File: src/rtl/ps2_keys_pkg.sv
// Shared definitions for the PS/2 keyboard front end: receiver states,
// prefix bytes and the scan-code to key-bit map used by the decoder.
package ps2_keys_pkg;

  typedef enum logic [1:0] {
    IDLE   = 2'd0,
    DATA   = 2'd1,
    PARITY = 2'd2,
    STOP   = 2'd3
  } rx_state_t;

  localparam logic [7:0] CODE_E0    = 8'hE0;
  localparam logic [7:0] CODE_F0    = 8'hF0;
  localparam logic [7:0] CODE_A     = 8'h1C;
  localparam logic [7:0] CODE_D     = 8'h23;
  localparam logic [7:0] CODE_W     = 8'h1D;
  localparam logic [7:0] CODE_S     = 8'h1B;
  localparam logic [7:0] CODE_LEFT  = 8'h6B;
  localparam logic [7:0] CODE_RIGHT = 8'h74;
  localparam logic [7:0] CODE_UP    = 8'h75;
  localparam logic [7:0] CODE_DOWN  = 8'h72;

  typedef struct packed {
    logic       hit;
    logic [2:0] idx;
  } key_match_t;

  // The ext flag is part of the key: a keypad 6B without E0 must not alias "left".
  function automatic key_match_t map_key(input logic ext, input logic [7:0] code);
    key_match_t m;
    m.hit = 1'b1;
    m.idx = 3'd0;
    case ({ext, code})
      {1'b0, CODE_A}:     m.idx = 3'd0;
      {1'b0, CODE_D}:     m.idx = 3'd1;
      {1'b0, CODE_W}:     m.idx = 3'd2;
      {1'b0, CODE_S}:     m.idx = 3'd3;
      {1'b1, CODE_LEFT}:  m.idx = 3'd4;
      {1'b1, CODE_RIGHT}: m.idx = 3'd5;
      {1'b1, CODE_UP}:    m.idx = 3'd6;
      {1'b1, CODE_DOWN}:  m.idx = 3'd7;
      default:            m.hit = 1'b0;
    endcase
    return m;
  endfunction

endpackage

File: src/rtl/ps2_rx.sv
// PS/2 byte receiver: synchronizes and deglitches the raw lines, frames
// start/data/parity/stop bits and abandons frames that stall.
module ps2_rx
  import ps2_keys_pkg::*;
#(
  parameter int FILTER_LEN = 8,
  parameter int TIMEOUT    = 50000
) (
  input  logic       clk,
  input  logic       reset,
  input  logic       ps2_clk,
  input  logic       ps2_data,
  output logic [7:0] scan_code,
  output logic       scan_valid,
  output logic       frame_err
);

  localparam int FW = $clog2(FILTER_LEN + 1);
  localparam int TW = $clog2(TIMEOUT + 1);

  logic          clk_s1, clk_s2, dat_s1, dat_s2;
  logic          clk_filt;
  logic [FW-1:0] filt_cnt;
  logic          fall;
  logic          filt_full;

  rx_state_t     state, state_next;
  logic [7:0]    shift;
  logic [2:0]    bit_cnt;
  logic          parity;
  logic [TW-1:0] to_cnt;
  logic          timeout_hit;
  logic          frame_ok, frame_bad;

  // Synchronizers idle high like the PS/2 lines themselves.
  always_ff @(posedge clk or posedge reset) begin
    if (reset) begin
      clk_s1 <= 1'b1;
      clk_s2 <= 1'b1;
      dat_s1 <= 1'b1;
      dat_s2 <= 1'b1;
    end else begin
      clk_s1 <= ps2_clk;
      clk_s2 <= clk_s1;
      dat_s1 <= ps2_data;
      dat_s2 <= dat_s1;
    end
  end

  assign filt_full = (filt_cnt == FW'(FILTER_LEN - 1));

  // The filtered level flips only after FILTER_LEN consecutive differing samples.
  always_ff @(posedge clk or posedge reset) begin
    if (reset) begin
      clk_filt <= 1'b1;
      filt_cnt <= '0;
    end else if (clk_s2 == clk_filt) begin
      filt_cnt <= '0;
    end else if (filt_full) begin
      clk_filt <= clk_s2;
      filt_cnt <= '0;
    end else begin
      filt_cnt <= filt_cnt + FW'(1);
    end
  end

  assign fall        = clk_filt && !clk_s2 && filt_full;
  assign timeout_hit = (state != IDLE) && !fall && (to_cnt == TW'(TIMEOUT - 1));

  always_ff @(posedge clk or posedge reset) begin
    if (reset) state <= IDLE;
    else       state <= state_next;
  end

  always_comb begin
    state_next = state;
    if (timeout_hit) begin
      state_next = IDLE;
    end else if (fall) begin
      case (state)
        IDLE:    if (!dat_s2) state_next = DATA;
        DATA:    if (bit_cnt == 3'd7) state_next = PARITY;
        PARITY:  state_next = STOP;
        STOP:    state_next = IDLE;
        default: state_next = IDLE;
      endcase
    end
  end

  always_comb begin
    frame_ok  = 1'b0;
    frame_bad = timeout_hit;
    if (fall && state == STOP) begin
      if (dat_s2 && (^{parity, shift})) frame_ok  = 1'b1;
      else                              frame_bad = 1'b1;
    end
  end

  always_ff @(posedge clk or posedge reset) begin
    if (reset) begin
      shift      <= '0;
      bit_cnt    <= '0;
      parity     <= 1'b0;
      to_cnt     <= '0;
      scan_code  <= '0;
      scan_valid <= 1'b0;
      frame_err  <= 1'b0;
    end else begin
      scan_valid <= frame_ok;
      frame_err  <= frame_bad;
      if (frame_ok) scan_code <= shift;
      if (fall || state == IDLE) to_cnt <= '0;
      else                       to_cnt <= to_cnt + TW'(1);
      if (fall) begin
        case (state)
          IDLE: bit_cnt <= 3'd0;
          DATA: begin
            shift   <= {dat_s2, shift[7:1]};
            bit_cnt <= bit_cnt + 3'd1;
          end
          PARITY:  parity <= dat_s2;
          default: ;
        endcase
      end
    end
  end

endmodule

File: src/rtl/ps2_keys.sv
// PS/2 keyboard to 8-bit held-key vector: receives scan codes and tracks
// make/break (with E0 extension) for the two players' direction keys.
module ps2_keys
  import ps2_keys_pkg::*;
#(
  parameter int FILTER_LEN = 8,
  parameter int TIMEOUT    = 50000
) (
  input  logic       clk,
  input  logic       reset,
  input  logic       ps2_clk,
  input  logic       ps2_data,
  output logic [7:0] keys,
  output logic [7:0] scan_code,
  output logic       scan_valid,
  output logic       frame_err
);

  logic       ext, brk;
  key_match_t match;

  ps2_rx #(
    .FILTER_LEN(FILTER_LEN),
    .TIMEOUT   (TIMEOUT)
  ) u_rx (
    .clk       (clk),
    .reset     (reset),
    .ps2_clk   (ps2_clk),
    .ps2_data  (ps2_data),
    .scan_code (scan_code),
    .scan_valid(scan_valid),
    .frame_err (frame_err)
  );

  always_comb match = map_key(ext, scan_code);

  // Prefixes only arm the flags; any other byte consumes them, mapped or not.
  always_ff @(posedge clk or posedge reset) begin
    if (reset) begin
      keys <= '0;
      ext  <= 1'b0;
      brk  <= 1'b0;
    end else if (scan_valid) begin
      if (scan_code == CODE_E0) begin
        ext <= 1'b1;
      end else if (scan_code == CODE_F0) begin
        brk <= 1'b1;
      end else begin
        if (match.hit) keys[match.idx] <= !brk;
        ext <= 1'b0;
        brk <= 1'b0;
      end
    end
  end

endmodule

File: config.mk
export PLATFORM = sky130hd
export DESIGN_NAME = ps2_keys
export DESIGN_NICKNAME = d
export VERILOG_FILES = /design/src/rtl/ps2_keys_pkg.sv /design/src/rtl/ps2_rx.sv /design/src/rtl/ps2_keys.sv
export SDC_FILE = /design/constraint.sdc
export NUM_CORES = 1
export LEC_CHECK = 0
export BUFFER_PORTS_ARGS = -buffer_cell sky130_fd_sc_hd__clkbuf_2
export CAP_MARGIN = 15
export CELL_PAD_IN_SITES_DETAIL_PLACEMENT = 2
export CELL_PAD_IN_SITES_GLOBAL_PLACEMENT = 2
export CORE_AREA = 8 8 95 97
export DETAILED_ROUTE_END_ITERATION = 8
export DIE_AREA = 0 0 103 105
export PLACE_DENSITY_LB_ADDON = 0.1
export SETUP_SLACK_MARGIN = 0.05
export SYNTH_ARGS = -nofsm -noshare
export SYNTH_HDL_FRONTEND = slang
export SYNTH_SLANG_ARGS = --single-unit
File: constraint.sdc
create_clock -name clk -period 2.6 [get_ports clk]
set_input_delay 0.13 -clock clk [delete_from_list [all_inputs] [get_ports clk]]
set_output_delay 0.13 -clock clk [all_outputs]
set_load 0.02 [all_outputs]
==> summary by stage <==
Outcome
The flow ran to the end, and the final reports show no timing, DRC or antenna violations.

Power
For this design the total switching power over the nets is 0.517 mW. The worst voltage drop across the vdd grid is 374 uV. The combinational share of power is 9.6%. Sequential cells burn 49.3% of the power. For this design the ratio of total power to cell area is 619 nW/um2.

Net switching is 24.9% of the power. The leakage power is 1.57 nW. The total internal power is 1.56 mW.

The clock network accounts for 41.1% of the total power.

Route
The number of remaining DRC errors is 0. Once detail routing completed, the nets flagged for antenna violations numbered 0. The ratio of routed vias to standard cells is 5.17. The count of TritonRoute iterations in the first routing pass is 3. For this block, the initial DRC count from the detailed router was 36. After detailed routing, the average wire length per cell comes to 16.8 um. For this block, the routed nets add up to 6590 um of wire. Detailed routing inserted a total of 2027 vias.

Timing
The final hold violation count was 0. The final-report setup violation count is 0. The final-layout setup total negative slack is 0 ns.

Setup repair after global routing left no endpoint under its margin. Of the available clock period, the critical path in the final layout requires 87.8%. The worst pin sits at a relative slew slack of 54.4%. The worst hold margin is 0.357 ns. The post-route minimum period is 2.28 ns. At the pin with the least slew margin, the transition time is 0.678 ns. The number of max-slew violations in the final report is 0.

On the final layout, the worst clock skew is 0.00884 ns. The achievable frequency is 0.438 GHz.

Yosys
The number of synthesized flops with an enable pin is 0. The parity-gate share of the synthesized area counting xor and xnor cells is 6.51%. The largest family of logic cells by synthesized area is simple AND/OR/NAND/NOR gates. For this run, asynchronously set or reset flops after synthesis account for 100%. During synthesis, Yosys emitted a total of 0 warnings.

In the synthesized netlist, mux cells make up 9.45% of the area. Each instance of the synthesized netlist takes up on average 11.4 um2. The synthesized design contains 59 register bits. When the netlist entered floorplanning its net count stood at 268.

The arithmetic-cell share of the synthesized area counting full adders, half adders and majority gates is 3.88%. Of the total synthesized cell area, the portion taken by AND, OR, NAND and NOR gates is 17.1%. The cell count after synthesis is 255.

Summing the areas of all compound-gate instances in the mapped netlist gives 8.41% of the synthesized area. The fraction of the yosys area taken by sequential cells is 51.1%. The post-synth design cell area is 2900 um2. The number of unique standard cell types used by synthesis is 56. Among all flip-flop cells after synthesis, the most frequent one is sky130_fd_sc_hd__dfrtp_1.

CTS
The insertion delay to the later sink of the worst-skew pair is 0.33 ns. Counting every sink on the clock net gives 59. The clock tree from TritonCTS is done. CTS placed an instance of sky130_fd_sc_hd__clkbuf_8 at the clock tree root. The number of gates resized after cts is 0. The number of CTS-inserted buffers is 9. The number of buffers on the longest clock path is 2. Once the clock tree was built, the setup fixing pass inserted 0 buffers. The clock-pin transition on the worst setup and hold timing paths is 0.07 ns. The H-tree depth reported by CTS is 3.

Hold path
In this run the most critical hold path is launched from u_rx.dat_s1. The depth of the worst hold-timing path is 0. The path class of the tightest hold or removal check is reg -> reg.

Floorplan
The area of the core is 7530 um2. 22 I/O pins were placed. The initialized floorplan defines 32 standard-cell rows.

The die is 105 um tall. The floorplan step set the die width to 103 um. The initial core utilization is 38.5%. The die covers 10800 um2.

Worst setup path
STA classifies the critical path endpoint as a flop. The worst setup path is of the reg -> reg kind. At the worst endpoint, the required time is 2.85 ns. The worst setup path startpoint is u_rx.scan_code[7]. The worst register-to-register path begins at u_rx.scan_code[7]. The worst path arrival time is 2.54 ns.

The startpoint kind of the worst setup timing path is a flop. The number of cells on the worst reg-to-reg path is 5. Along the worst path, the maximum fanout reaches 8.

Finish
The final layout net count is 298. The area growth from synthesis to layout is 15.5%. Of the cells placed in the final design, the portion with a size suffix greater than 1 is 21.0%. The number of antenna diodes in the final layout is 0.

Global route
The initial antenna violation count is 0. The via count of the first global-routing pass was 2337. The largest net degree at the start of global routing is 31.

The final global-route overflow total is 0. The total routing resource utilization after global routing is 13.6%. The global-route wire length before repair is 11600 um.

Placed design
The congestion estimate from routability-driven global placement came to 0.702. The count of buffers added on input and output ports is 21. The placed wire-length estimate after detailed placement is 4700 um.

Run
The number of max-cap violations is 0.
-- cell families (layout without fill, tap and decap cells) --
| kind of cell | Yosys count | after routing |
|---|---|---|
| muxes | 25 | 25 |
| buffers and inverters | 23 | 58 |
| DFF | 59 | 59 |
| xor gates and xnor gates | 20 | 20 |
| adders and majority gates | 9 | 9 |
| and+or+nand+nor | 88 | 88 |
| AOI/OAI and AO/OA | 31 | 31 |
-- synth_stat cells (2+ instances only) --
cell / instances / area, um2
sky130_fd_sc_hd__xor2_1: 7 / 61.3
sky130_fd_sc_hd__o21ai_0: 5 / 25.0
sky130_fd_sc_hd__a31oi_1: 2 / 12.5
sky130_fd_sc_hd__and4b_1: 2 / 20.0
sky130_fd_sc_hd__nand3b_1: 3 / 22.5
sky130_fd_sc_hd__nand2_1: 18 / 67.6
sky130_fd_sc_hd__a32o_1: 3 / 30.0
sky130_fd_sc_hd__nor3_1: 5 / 25.0
sky130_fd_sc_hd__dfstp_2: 5 / 131
sky130_fd_sc_hd__ha_1: 9 / 113
sky130_fd_sc_hd__or3_4: 2 / 22.5
sky130_fd_sc_hd__nor2_1: 24 / 90.1
sky130_fd_sc_hd__a21oi_1: 6 / 30.0
sky130_fd_sc_hd__nand4b_1: 2 / 17.5
sky130_fd_sc_hd__clkbuf_1: 4 / 15.0
sky130_fd_sc_hd__mux2_2: 11 / 124
sky130_fd_sc_hd__mux2i_1: 6 / 60.1
sky130_fd_sc_hd__buf_6: 2 / 22.5
sky130_fd_sc_hd__or4b_1: 2 / 20.0
sky130_fd_sc_hd__and4_1: 2 / 17.5
sky130_fd_sc_hd__nand4_1: 5 / 31.3
sky130_fd_sc_hd__nor4b_1: 2 / 17.5
sky130_fd_sc_hd__xnor2_1: 12 / 105
sky130_fd_sc_hd__and3_1: 2 / 12.5
sky130_fd_sc_hd__nand3_1: 6 / 30.0
sky130_fd_sc_hd__mux2_1: 8 / 90.1
sky130_fd_sc_hd__inv_1: 15 / 56.3
sky130_fd_sc_hd__or3_1: 2 / 12.5
sky130_fd_sc_hd__dfrtp_1: 54 / 1350
sky130_fd_sc_hd__nand2b_1: 3 / 18.8
-- critical path: stages, from the launching register on --
cell                        delay, ns
sky130_fd_sc_hd__dfrtp_1         0.47
sky130_fd_sc_hd__or4b_1          0.64
sky130_fd_sc_hd__a2111oi_2       0.57
sky130_fd_sc_hd__a211oi_1        0.16
sky130_fd_sc_hd__o2111ai_1       0.14
sky130_fd_sc_hd__mux2i_1         0.23
-- through the flow --
step | total power, mW | cells | area (um2) | util [%] | worst slack [ns]
2_1_floorplan | 1.18 | 255 | 2900 | - | 0.490
3_3_place_gp | 1.23 | 373 | 3120 | 41.5 | 0.393
3_5_place_dp | 1.24 | 373 | 3120 | 41.5 | 0.350
4_1_cts | 2.12 | 392 | 3350 | 44.5 | 0.288
5_1_grt | 2.19 | 392 | 3350 | 44.5 | 0.169
6_report | 2.07 | 392 | 3350 | 44.5 | 0.316
-- final cells by class --
| class | count | area [um2] |
|---|---|---|
| Timing Repair Buffer | 27 | 170 |
| Tap cell | 102 | 128 |
| Inverter | 15 | 56.3 |
| Sequential cell | 59 | 1480 |
| Clock buffer | 14 | 163 |
| Fill cell | 837 | 4180 |
| Clock inverter | 2 | 35.0 |
| Multi-Input combinational cell | 173 | 1320 |
-- metal layers --
layer  global-route usage [%]  vias up  part of all wire [%]
met2                     21.8       22                    50
met1                     17.1     1036                    46
met3                     3.19        9                   3.2
li1                         -      960                     -
met5                        0        -                     0
met4                     4.96        0                   1.1
-- cell usage in the layout, fill, tap and decap left out, drive strengths merged, types with 3 or more instances in the layout --
cell type	count
dfrtp	54
clkbuf	35
nor2	24
mux2	19
nand2	18
inv	15
xnor2	12
ha	9
xor2	7
nand3	7
mux2i	6
a21oi	6
o21ai	6
nor3	5
nand4	5
dfstp	5
or3	4
a32o	3
nand2b	3
nand3b	3
dlygate4sd3	3
or4b	3
a31oi	3
and3	3
buf	3
-- timing repair --
item	CTS	global route
hold endpoints to repair	28	0
endpoints found under the setup margin	0	0
hold buffers	3	0
-- power by group through the flow --
stage               Sequential (mW)  Clock [mW]  Combinational (mW)
finish                         1.02       0.853               0.200
global placement               1.04           0               0.192
floorplan                      1.03           0               0.149
CTS                            1.02       0.885               0.207
detailed placement             1.04           0               0.201
global route                   1.03       0.924               0.235
-- path summary, 6_finish.rpt --
check                                   end  slack (ns)
worst max register to register      keys[0]        0.32
worst max-delay path                keys[0]        0.32
worst min register to register  u_rx.dat_s2        0.36
worst min-delay path            u_rx.dat_s2        0.36
max in group asynchronous       u_rx.dat_s2        1.47
min in group asynchronous           keys[6]        0.45
-- registers in the layout, summed over array words and instances, names as in the netlist, 2 cells and up --
name / count
u_rx.to_cnt: 16
u_rx.filt_cnt: 4
u_rx.scan_code: 8
keys: 8
u_rx.state: 2
u_rx.shift: 8
u_rx.bit_cnt: 3
(Power assumes the default switching activity.)
